## src/rtl/uart_pkg.sv

```systemverilog
// Shared encodings and elaboration helpers for the UART receive monitor.
package uart_pkg;

  typedef enum logic [2:0] {
    ST_IDLE,
    ST_START,
    ST_DATA,
    ST_PARITY,
    ST_STOP
  } rx_state_e;

  localparam int OVERSAMPLE = 16;
  localparam int SAMP_A     = 7;
  localparam int SAMP_B     = 8;
  localparam int SAMP_C     = 9;

  // Rounded clocks-per-tick for 16x oversampling.
  function automatic int calc_div(input longint clk_hz, input longint baud);
    return int'((clk_hz + 8 * baud) / (16 * baud));
  endfunction

  function automatic int entry_w(input int data_bits, input bit parity_en);
    return data_bits + 1 + (parity_en ? 1 : 0);
  endfunction

  function automatic logic maj3(input logic a, input logic b, input logic c);
    return (a & b) | (a & c) | (b & c);
  endfunction

endpackage

```

## src/rtl/uart_rx_fifo.sv

```systemverilog
// First-word-fall-through FIFO; read data is forced to zero while empty.
module uart_rx_fifo #(
  parameter int WIDTH = 9,
  parameter int DEPTH = 16
) (
  input  logic                     gclk,
  input  logic                     rst,
  input  logic                     push,
  input  logic [WIDTH-1:0]         wdata,
  input  logic                     pop,
  output logic [WIDTH-1:0]         rdata,
  output logic                     full,
  output logic                     empty,
  output logic [$clog2(DEPTH):0]   level
);
  localparam int AW = $clog2(DEPTH);

  logic [WIDTH-1:0] mem [DEPTH];
  logic [AW-1:0]    wp, rp;
  logic [AW:0]      cnt;
  logic             do_push, do_pop;

  assign full    = (cnt == (AW+1)'(DEPTH));
  assign empty   = (cnt == '0);
  assign do_pop  = pop & ~empty;
  // A pop frees the slot in the same cycle, so push-while-full is legal then.
  assign do_push = push & (~full | do_pop);
  assign rdata   = empty ? '0 : mem[rp];
  assign level   = cnt;

  always_ff @(posedge gclk) begin
    if (do_push) mem[wp] <= wdata;
  end

  always_ff @(posedge gclk or posedge rst) begin
    if (rst) begin
      wp  <= '0;
      rp  <= '0;
      cnt <= '0;
    end else begin
      if (do_push) wp <= wp + AW'(1);
      if (do_pop)  rp <= rp + AW'(1);
      case ({do_push, do_pop})
        2'b10:   cnt <= cnt + (AW+1)'(1);
        2'b01:   cnt <= cnt - (AW+1)'(1);
        default: cnt <= cnt;
      endcase
    end
  end

endmodule

```

## src/rtl/uart_rx_monitor.sv

```systemverilog
// 16x-oversampled UART receiver with majority vote feeding an error-tagged FIFO.
// Optional parity checking is built when UART_RX_MONITOR_PARITY_EN is defined.
module uart_rx_monitor
  import uart_pkg::*;
#(
  parameter int CLK_HZ     = 100000000,
  parameter int BAUD       = 115200,
  parameter int DATA_BITS  = 8,
  parameter int STOP_BITS  = 1,
  parameter int PARITY_ODD = 0,
  parameter int FIFO_DEPTH = 16
) (
  input  logic                          wb_clk_i,
  input  logic                          wb_rst_i,
  input  logic                          rx_i,
  input  logic                          enable_i,
  output logic [DATA_BITS-1:0]          rd_data_o,
  output logic                          rd_ferr_o,
  output logic                          rd_perr_o,
  output logic                          rd_valid_o,
  input  logic                          rd_ready_i,
  output logic [$clog2(FIFO_DEPTH):0]   level_o,
  output logic                          overflow_o,
  input  logic                          clear_i
);
`ifdef UART_RX_MONITOR_PARITY_EN
  localparam bit PAR_EN = 1'b1;
`else
  localparam bit PAR_EN = 1'b0;
`endif
  localparam int DIV = calc_div(CLK_HZ, BAUD);
  localparam int PW  = (DIV < 2) ? 1 : $clog2(DIV);
  localparam int TW  = $clog2(OVERSAMPLE);
  localparam int EW  = entry_w(DATA_BITS, PAR_EN);

  if (DIV < 2) begin : g_div_chk
    $error("uart_rx_monitor: clock too slow for BAUD (DIV < 2)");
  end
  if (DATA_BITS < 5 || DATA_BITS > 8 || STOP_BITS < 1 || STOP_BITS > 2 ||
      PARITY_ODD < 0 || PARITY_ODD > 1 || FIFO_DEPTH < 2 ||
      (FIFO_DEPTH & (FIFO_DEPTH - 1)) != 0) begin : g_par_chk
    $error("uart_rx_monitor: illegal parameter combination");
  end

  rx_state_e            state_q, state_d;
  logic                 rx_m, rx_s, armed_q;
  logic [PW-1:0]        pre_q;
  logic [TW-1:0]        tcnt_q;
  logic                 s7_q, s8_q;
  logic [2:0]           bcnt_q;
  logic                 scnt_q;
  logic [DATA_BITS-1:0] shreg_q;
  logic                 ferr_q;
`ifdef UART_RX_MONITOR_PARITY_EN
  logic                 perr_q;
`endif
  logic                 tick, decide, bit_v, ferr_now, push, pop;
  logic                 fifo_full, fifo_empty;
  logic [EW-1:0]        wdata, rdata;

  always_ff @(posedge wb_clk_i or posedge wb_rst_i) begin
    if (wb_rst_i) {rx_m, rx_s} <= 2'b11;
    else          {rx_m, rx_s} <= {rx_i, rx_m};
  end

  assign tick     = (pre_q == PW'(DIV - 1));
  assign decide   = tick && (tcnt_q == TW'(SAMP_C));
  assign bit_v    = maj3(s7_q, s8_q, rx_s);
  assign ferr_now = ferr_q | ~bit_v;

  always_ff @(posedge wb_clk_i or posedge wb_rst_i) begin
    if (wb_rst_i) state_q <= ST_IDLE;
    else          state_q <= state_d;
  end

  always_comb begin
    state_d = state_q;
    push    = 1'b0;
    if (!enable_i) begin
      state_d = ST_IDLE;
    end else begin
      case (state_q)
        ST_IDLE:  if (armed_q && !rx_s) state_d = ST_START;
        ST_START: if (decide) state_d = bit_v ? ST_IDLE : ST_DATA;
        ST_DATA: begin
          if (decide && bcnt_q == 3'(DATA_BITS - 1))
            state_d = PAR_EN ? ST_PARITY : ST_STOP;
        end
`ifdef UART_RX_MONITOR_PARITY_EN
        ST_PARITY: if (decide) state_d = ST_STOP;
`endif
        ST_STOP: begin
          // Leave at mid-stop so the next start edge is caught despite rate error.
          if (decide && scnt_q == 1'(STOP_BITS - 1)) begin
            state_d = ST_IDLE;
            push    = 1'b1;
          end
        end
        default: state_d = ST_IDLE;
      endcase
    end
  end

  always_ff @(posedge wb_clk_i or posedge wb_rst_i) begin
    if (wb_rst_i) begin
      armed_q <= 1'b0;
      pre_q   <= '0;
      tcnt_q  <= '0;
      s7_q    <= 1'b1;
      s8_q    <= 1'b1;
      bcnt_q  <= '0;
      scnt_q  <= 1'b0;
      shreg_q <= '0;
      ferr_q  <= 1'b0;
`ifdef UART_RX_MONITOR_PARITY_EN
      perr_q  <= 1'b0;
`endif
    end else begin
      if (state_q == ST_IDLE) begin
        pre_q  <= '0;
        tcnt_q <= '0;
      end else begin
        pre_q <= tick ? '0 : pre_q + PW'(1);
        if (tick) tcnt_q <= tcnt_q + TW'(1);
      end
      // Line must be seen high in IDLE before a low counts as a start edge.
      armed_q <= enable_i && (state_q == ST_IDLE) && (armed_q || rx_s);
      if (tick && tcnt_q == TW'(SAMP_A)) s7_q <= rx_s;
      if (tick && tcnt_q == TW'(SAMP_B)) s8_q <= rx_s;
      if (decide) begin
        case (state_q)
          ST_START: begin
            bcnt_q <= '0;
            scnt_q <= 1'b0;
            ferr_q <= 1'b0;
`ifdef UART_RX_MONITOR_PARITY_EN
            perr_q <= 1'b0;
`endif
          end
          ST_DATA: begin
            shreg_q <= {bit_v, shreg_q[DATA_BITS-1:1]};
            bcnt_q  <= bcnt_q + 3'd1;
          end
`ifdef UART_RX_MONITOR_PARITY_EN
          ST_PARITY: perr_q <= bit_v ^ (^shreg_q) ^ 1'(PARITY_ODD);
`endif
          ST_STOP: begin
            ferr_q <= ferr_now;
            scnt_q <= scnt_q + 1'b1;
          end
          default: ;
        endcase
      end
    end
  end

`ifdef UART_RX_MONITOR_PARITY_EN
  assign wdata     = {perr_q, ferr_now, shreg_q};
  assign rd_perr_o = rdata[EW-1];
`else
  assign wdata     = {ferr_now, shreg_q};
  assign rd_perr_o = 1'b0;
`endif

  assign pop = rd_ready_i & ~fifo_empty;

  uart_rx_fifo #(
    .WIDTH (EW),
    .DEPTH (FIFO_DEPTH)
  ) u_fifo (
    .gclk  (wb_clk_i),
    .rst   (wb_rst_i),
    .push  (push),
    .wdata (wdata),
    .pop   (pop),
    .rdata (rdata),
    .full  (fifo_full),
    .empty (fifo_empty),
    .level (level_o)
  );

  assign rd_valid_o = ~fifo_empty;
  assign rd_data_o  = rdata[DATA_BITS-1:0];
  assign rd_ferr_o  = rdata[DATA_BITS];

  // A fresh drop wins over a simultaneous clear.
  always_ff @(posedge wb_clk_i or posedge wb_rst_i) begin
    if (wb_rst_i)                           overflow_o <= 1'b0;
    else if (push && fifo_full && !pop)     overflow_o <= 1'b1;
    else if (clear_i)                       overflow_o <= 1'b0;
  end

endmodule
```

## config.mk

```make
export PLATFORM = sky130hd
export DESIGN_NAME = uart_rx_monitor
export DESIGN_NICKNAME = d
export VERILOG_FILES = /design/src/rtl/uart_pkg.sv /design/src/rtl/uart_rx_fifo.sv /design/src/rtl/uart_rx_monitor.sv
export SDC_FILE = /design/constraint.sdc
export NUM_CORES = 1
export LEC_CHECK = 0
export BUFFER_PORTS_ARGS = -buffer_cell sky130_fd_sc_hd__buf_2
export CORE_MARGIN = 2
export CORE_UTILIZATION = 60
export DETAILED_ROUTE_END_ITERATION = 6
export PLACE_DENSITY = 0.76
export SYNTH_ARGS = -nofsm -noshare
export SYNTH_HDL_FRONTEND = slang
export SYNTH_SLANG_ARGS = --single-unit
```

## constraint.sdc

```tcl
create_clock -name wb_clk_i -period 5 [get_ports wb_clk_i]
set_input_delay 1 -clock wb_clk_i [delete_from_list [all_inputs] [get_ports wb_clk_i]]
set_output_delay 1 -clock wb_clk_i [all_outputs]
set_load 0.03 [all_outputs]
```

==> results_tabular.tex <==
\begin{tabular}{lr}
\hline
Metric & Value \\
\hline
\multicolumn{2}{l}{\textbf{Critical path}} \\
\quad Required time of the worst setup path & 4.00 ns \\
\quad Register-to-Register Path Depth & 6 \\
\quad Critical Path Start Type & register \\
\quad Levels on crit path & 5 \\
\quad Max Fanout on Critical Path & 15 \\
\quad Dominant delay contributor by cell family on the critical path & multiplexers \\
\quad CP Buf/Inv Count & 2 \\
\quad Type of the worst setup path & reg2out \\
\quad Worst Path Arrival & 2.85 ns \\
\quad CP cell instances & buf\_4 > mux4\_2 > mux4\_2 > nor2b\_1 > buf\_2 \\
\quad Biggest cell delay along the critical path & 0.59 ns \\
\quad Most repeated library cell on the critical path & mux4\_2 \\
\quad Standard cell with the maximum stage delay on the critical path & dfrtp\_2 \\
\quad Category of the worst setup path capture point & output port \\
\multicolumn{2}{l}{\textbf{Synth}} \\
\quad Number of flops mapped to enable cells by yosys & 144 \\
\quad Instance count of the mapped netlist & 440 \\
\quad Library cells used by synthesis & 50 \\
\quad Proportion of register bits with asynchronous set or reset after synthesis & 23.8\% \\
\quad Most used DFF post-synth & edfxtp\_1 \\
\quad Total number of yosys warnings & 0 \\
\quad Mean cell area of the mapped netlist & 17.9 sq um \\
\quad Netlist area before placement & 7880 sq um \\
\quad Post-synthesis register bit count & 189 \\
\quad Net count after synthesis & 460 \\
\quad Sequential element share of the synthesized area & 69.2\% \\
\multicolumn{2}{l}{\textbf{Clock tree}} \\
\quad Root cell of the clock tree & clkbuf\_16 \\
\quad Post-CTS Repair Setup Buffers & 0 \\
\quad Post-cts sizing count & 0 \\
\quad Worst-Skew Late Latency & 0.43 ns \\
\quad Sink count of the clock tree & 189 \\
\quad Buffer levels on the longest clock path & 2 \\
\quad Total of hold buffers inserted after clock tree synthesis & 0 \\
\quad Clock tree from TritonCTS & yes \\
\quad H-Tree Level Count & 4 \\
\quad Clock buffer count from CTS & 17 \\
\quad Clock-pin slew reported for the worst setup and hold paths after clock tree synthesis & 0.06 ns \\
\multicolumn{2}{l}{\textbf{Finish}} \\
\quad Inserted Diodes & 0 \\
\quad Most frequent cells in the layout & 144 x edfxtp\_1, 45 x mux4\_2, 40 x dfrtp\_1 \\
\quad Fraction of layout cells with a size suffix above 1 & 26.4\% \\
\quad Layout net count & 485 \\
\quad Count of placed standard cells in the final layout, fillers left out & 650 \\
\quad Area growth from synthesis to layout & 11.5\% \\
\quad Layout Cell Area excl Fill & 8790 sq um \\
\quad Most common cell after layout, fill and taps aside & edfxtp\_1 \\
\multicolumn{2}{l}{\textbf{Die}} \\
\quad \# IOs & 23 \\
\quad Starting utilization of the core area & 62.0\% \\
\quad Die H & 119 um \\
\quad Site row count & 41 \\
\quad Area of the die & 14100 sq um \\
\quad Total core area & 12700 sq um \\
\quad Overall die width & 119 um \\
\multicolumn{2}{l}{\textbf{Detailed routing}} \\
\quad \# DRC & 0 \\
\quad Wire length reported by the detailed router & 15200 um \\
\quad Avg Vias per Cell & 6.19 \\
\quad Number of nets still failing antenna checks after routing & 0 \\
\quad Vias after detailed routing & 4025 \\
\quad First-pass iteration count of the detailed router & 6 \\
\quad Routed wire length per instance & 23.3 um \\
\quad Number of design-rule violations left by the first detailed-router iteration & 433 \\
\multicolumn{2}{l}{\textbf{Placement}} \\
\quad Placed cells & 618 \\
\quad Instance area after placement & 8150 sq um \\
\quad \# port buffers & 21 \\
\quad Post-detailed-placement half-perimeter wirelength & 9390 um \\
\quad Worst slack, placed & 1.59 ns \\
\quad GP Congestion & 0.793 \\
\multicolumn{2}{l}{\textbf{Global route}} \\
\quad Antenna violations before repair & 0 \\
\quad Wire length of the first global-routing pass & 23900 um \\
\quad Largest net degree at the start of global routing & 46 \\
\quad All-Layer GR Usage & 23.4\% \\
\quad Number of global-route vias before repair & 4042 \\
\quad GRT Residual Overflow & 0 \\
\multicolumn{2}{l}{\textbf{STA}} \\
\quad Worst setup margin & 1.15 ns \\
\quad Post-route fraction of the period consumed by the critical path & 76.9\% \\
\quad Slew at the pin closest to its max-slew limit & 1.17 ns \\
\quad Setup TNS & 0 ns \\
\quad Worst-case clock skew & 0.00704 ns \\
\quad Final setup violating endpoints & 0 \\
\quad Total count of hold-check failures in the final report & 0 \\
\quad Fmax & 260 MHz \\
\quad Period minus WS final & 3.85 ns \\
\quad Relative max-transition margin & 21.4\% \\
\quad Pins over their slew limit & 0 \\
\quad RSZ-0062 raised after global routing & no \\
\multicolumn{2}{l}{\textbf{Pwr}} \\
\quad Overall power & 3.26 mW \\
\quad Largest voltage drop on the vdd net & 0.217 mV \\
\quad Power density over the cells & 371 nW/um\^{}2 \\
\quad Leak Pwr & 3.40 nW \\
\multicolumn{2}{l}{\textbf{Worst hold path}} \\
\quad Path type of the worst min-delay path & reg2reg \\
\quad Worst Hold Path Cells & 0 \\
\multicolumn{2}{l}{\textbf{Job}} \\
\quad \# Max-Cap Violations & 0 \\
\multicolumn{2}{l}{\textbf{Status}} \\
\quad Status & finished, final reports clean \\
\hline
\end{tabular}
## worst paths after layout
| kind | from | to | slack [ns] |
|---|---|---|---|
| min | rx_m$_DFF_PP1_ | rx_s$_DFF_PP1_ | 0.36 |
| max | u_fifo.rp[0]$_DFFE_PP0P_ | rd_data_o[7] | 1.15 |
| max reg2reg | state_q[0]$_DFFE_PP0P_ | u_fifo.mem[1][0]$_DFFE_PP_ | 1.89 |
| min in group asynchronous | wb_rst_i | bcnt_q[1]$_DFFE_PP0P_ | 0.77 |
| min reg2reg | rx_m$_DFF_PP1_ | rx_s$_DFF_PP1_ | 0.36 |
| max in group asynchronous | wb_rst_i | u_fifo.rp[0]$_DFFE_PP0P_ | 3.60 |
## cells by family (layout without fill, tap and decap cells)
logic type               count (synthesis)  in the layout  share of synthesized area (%)
AO/OA/AOI/OAI                           30             30                           2.59
AND/OR/NAND/NOR                         99             99                           7.48
XOR/XNOR                                19             19                           2.11
adder cells (fa/ha/maj)                 14             14                           2.22
multiplexers                            58             58                           14.7
other                                    1              1                         0.0476
buffers and inverters                   30             68                           1.67
flip-flops                             189            189                           69.2
## registers in the layout, indices dropped and copies added, names as in the netlist
register,cells
u_fifo.mem,144
shreg_q,8
pre_q,6
u_fifo.level,5
tcnt_q,4
u_fifo.rp,4
u_fifo.wp,4
bcnt_q,3
state_q,3
armed_q,1
ferr_q,1
overflow_o,1
rx_m,1
rx_s,1
s7_q,1
s8_q,1
scnt_q,1
## worst register-to-register path: stages, from the launching register on
cell,delay [ns]
dfrtp_1,0.56
or4b_4,0.63
nor4_4,0.31
nor2b_1,0.19
buf_4,0.19
nor3b_2,0.26
and2_1,0.60
## power breakdown
| part | switching [mW] | internal, mW | leakage [nW] |
|---|---|---|---|
| registers | 0.0376 | 1.69 | 2.18 |
| logic | 0.0540 | 0.0357 | 0.904 |
| clock network | 0.561 | 0.887 | 0.309 |
## area by class of cell
| cell class | instances | area [sq um] |
|---|---|---|
| repair buffers | 25 | 135 |
| clock buffers | 17 | 425 |
| well taps | 172 | 215 |
| multi-input cells | 221 | 2300 |
| flip-flops and latches | 189 | 5460 |
| clock inverters | 15 | 218 |
| inverters | 11 | 41.3 |
| fillers | 855 | 3930 |
## synth_stat cells, types with 2 or more instances
| library cell | number | area, sq um |
|---|---|---|
| ha_1 | 14 | 175 |
| mux2_2 | 12 | 135 |
| nor4_1 | 3 | 18.8 |
| dfrtp_1 | 41 | 1030 |
| or2_2 | 3 | 18.8 |
| buf_1 | 3 | 11.3 |
| nor2b_1 | 16 | 100 |
| nor2_1 | 16 | 60.1 |
| buf_4 | 2 | 15.0 |
| edfxtp_1 | 144 | 4320 |
| clkbuf_1 | 10 | 37.5 |
| and4_1 | 4 | 35.0 |
| o2bb2ai_1 | 4 | 35.0 |
| o31ai_1 | 3 | 22.5 |
| xnor2_1 | 13 | 114 |
| nand3b_1 | 3 | 22.5 |
| nand2b_1 | 2 | 12.5 |
| a21oi_1 | 4 | 20.0 |
| and3b_1 | 2 | 17.5 |
| a31oi_1 | 3 | 18.8 |
| o21ai_0 | 7 | 35.0 |
| nand2_1 | 16 | 60.1 |
| inv_1 | 11 | 41.3 |
| nand4b_1 | 4 | 35.0 |
| mux4_2 | 45 | 1010 |
| o21a_1 | 2 | 15.0 |
| xor2_1 | 6 | 52.6 |
| dfstp_2 | 4 | 105 |
| nand3_1 | 3 | 15.0 |
| buf_2 | 3 | 15.0 |
| and2_1 | 12 | 75.1 |
| nand4_1 | 3 | 18.8 |
| nor3_1 | 5 | 25.0 |
## layer usage
metal / global-route usage [%] / vias to the layer above / share of wire, %
li1: - / 1764 / -
met1: 32.4 / 2101 / 42
met2: 36.7 / 140 / 51
met3: 5.26 / 20 / 4.9
met4: 9.08 / 0 / 1.6
met5: 0 / - / 0
## metrics by stage
stage | utilization, % | hold slack, ns
after floorplan | - | 0.345
after global routing | 69.1 | 0.358
after CTS | 69.1 | 0.357
final | 69.1 | 0.355
after detailed placement | 64.0 | 0.348
after global placement | 64.0 | 0.348
No activity file was read; power rests on OpenSTA's default activity.
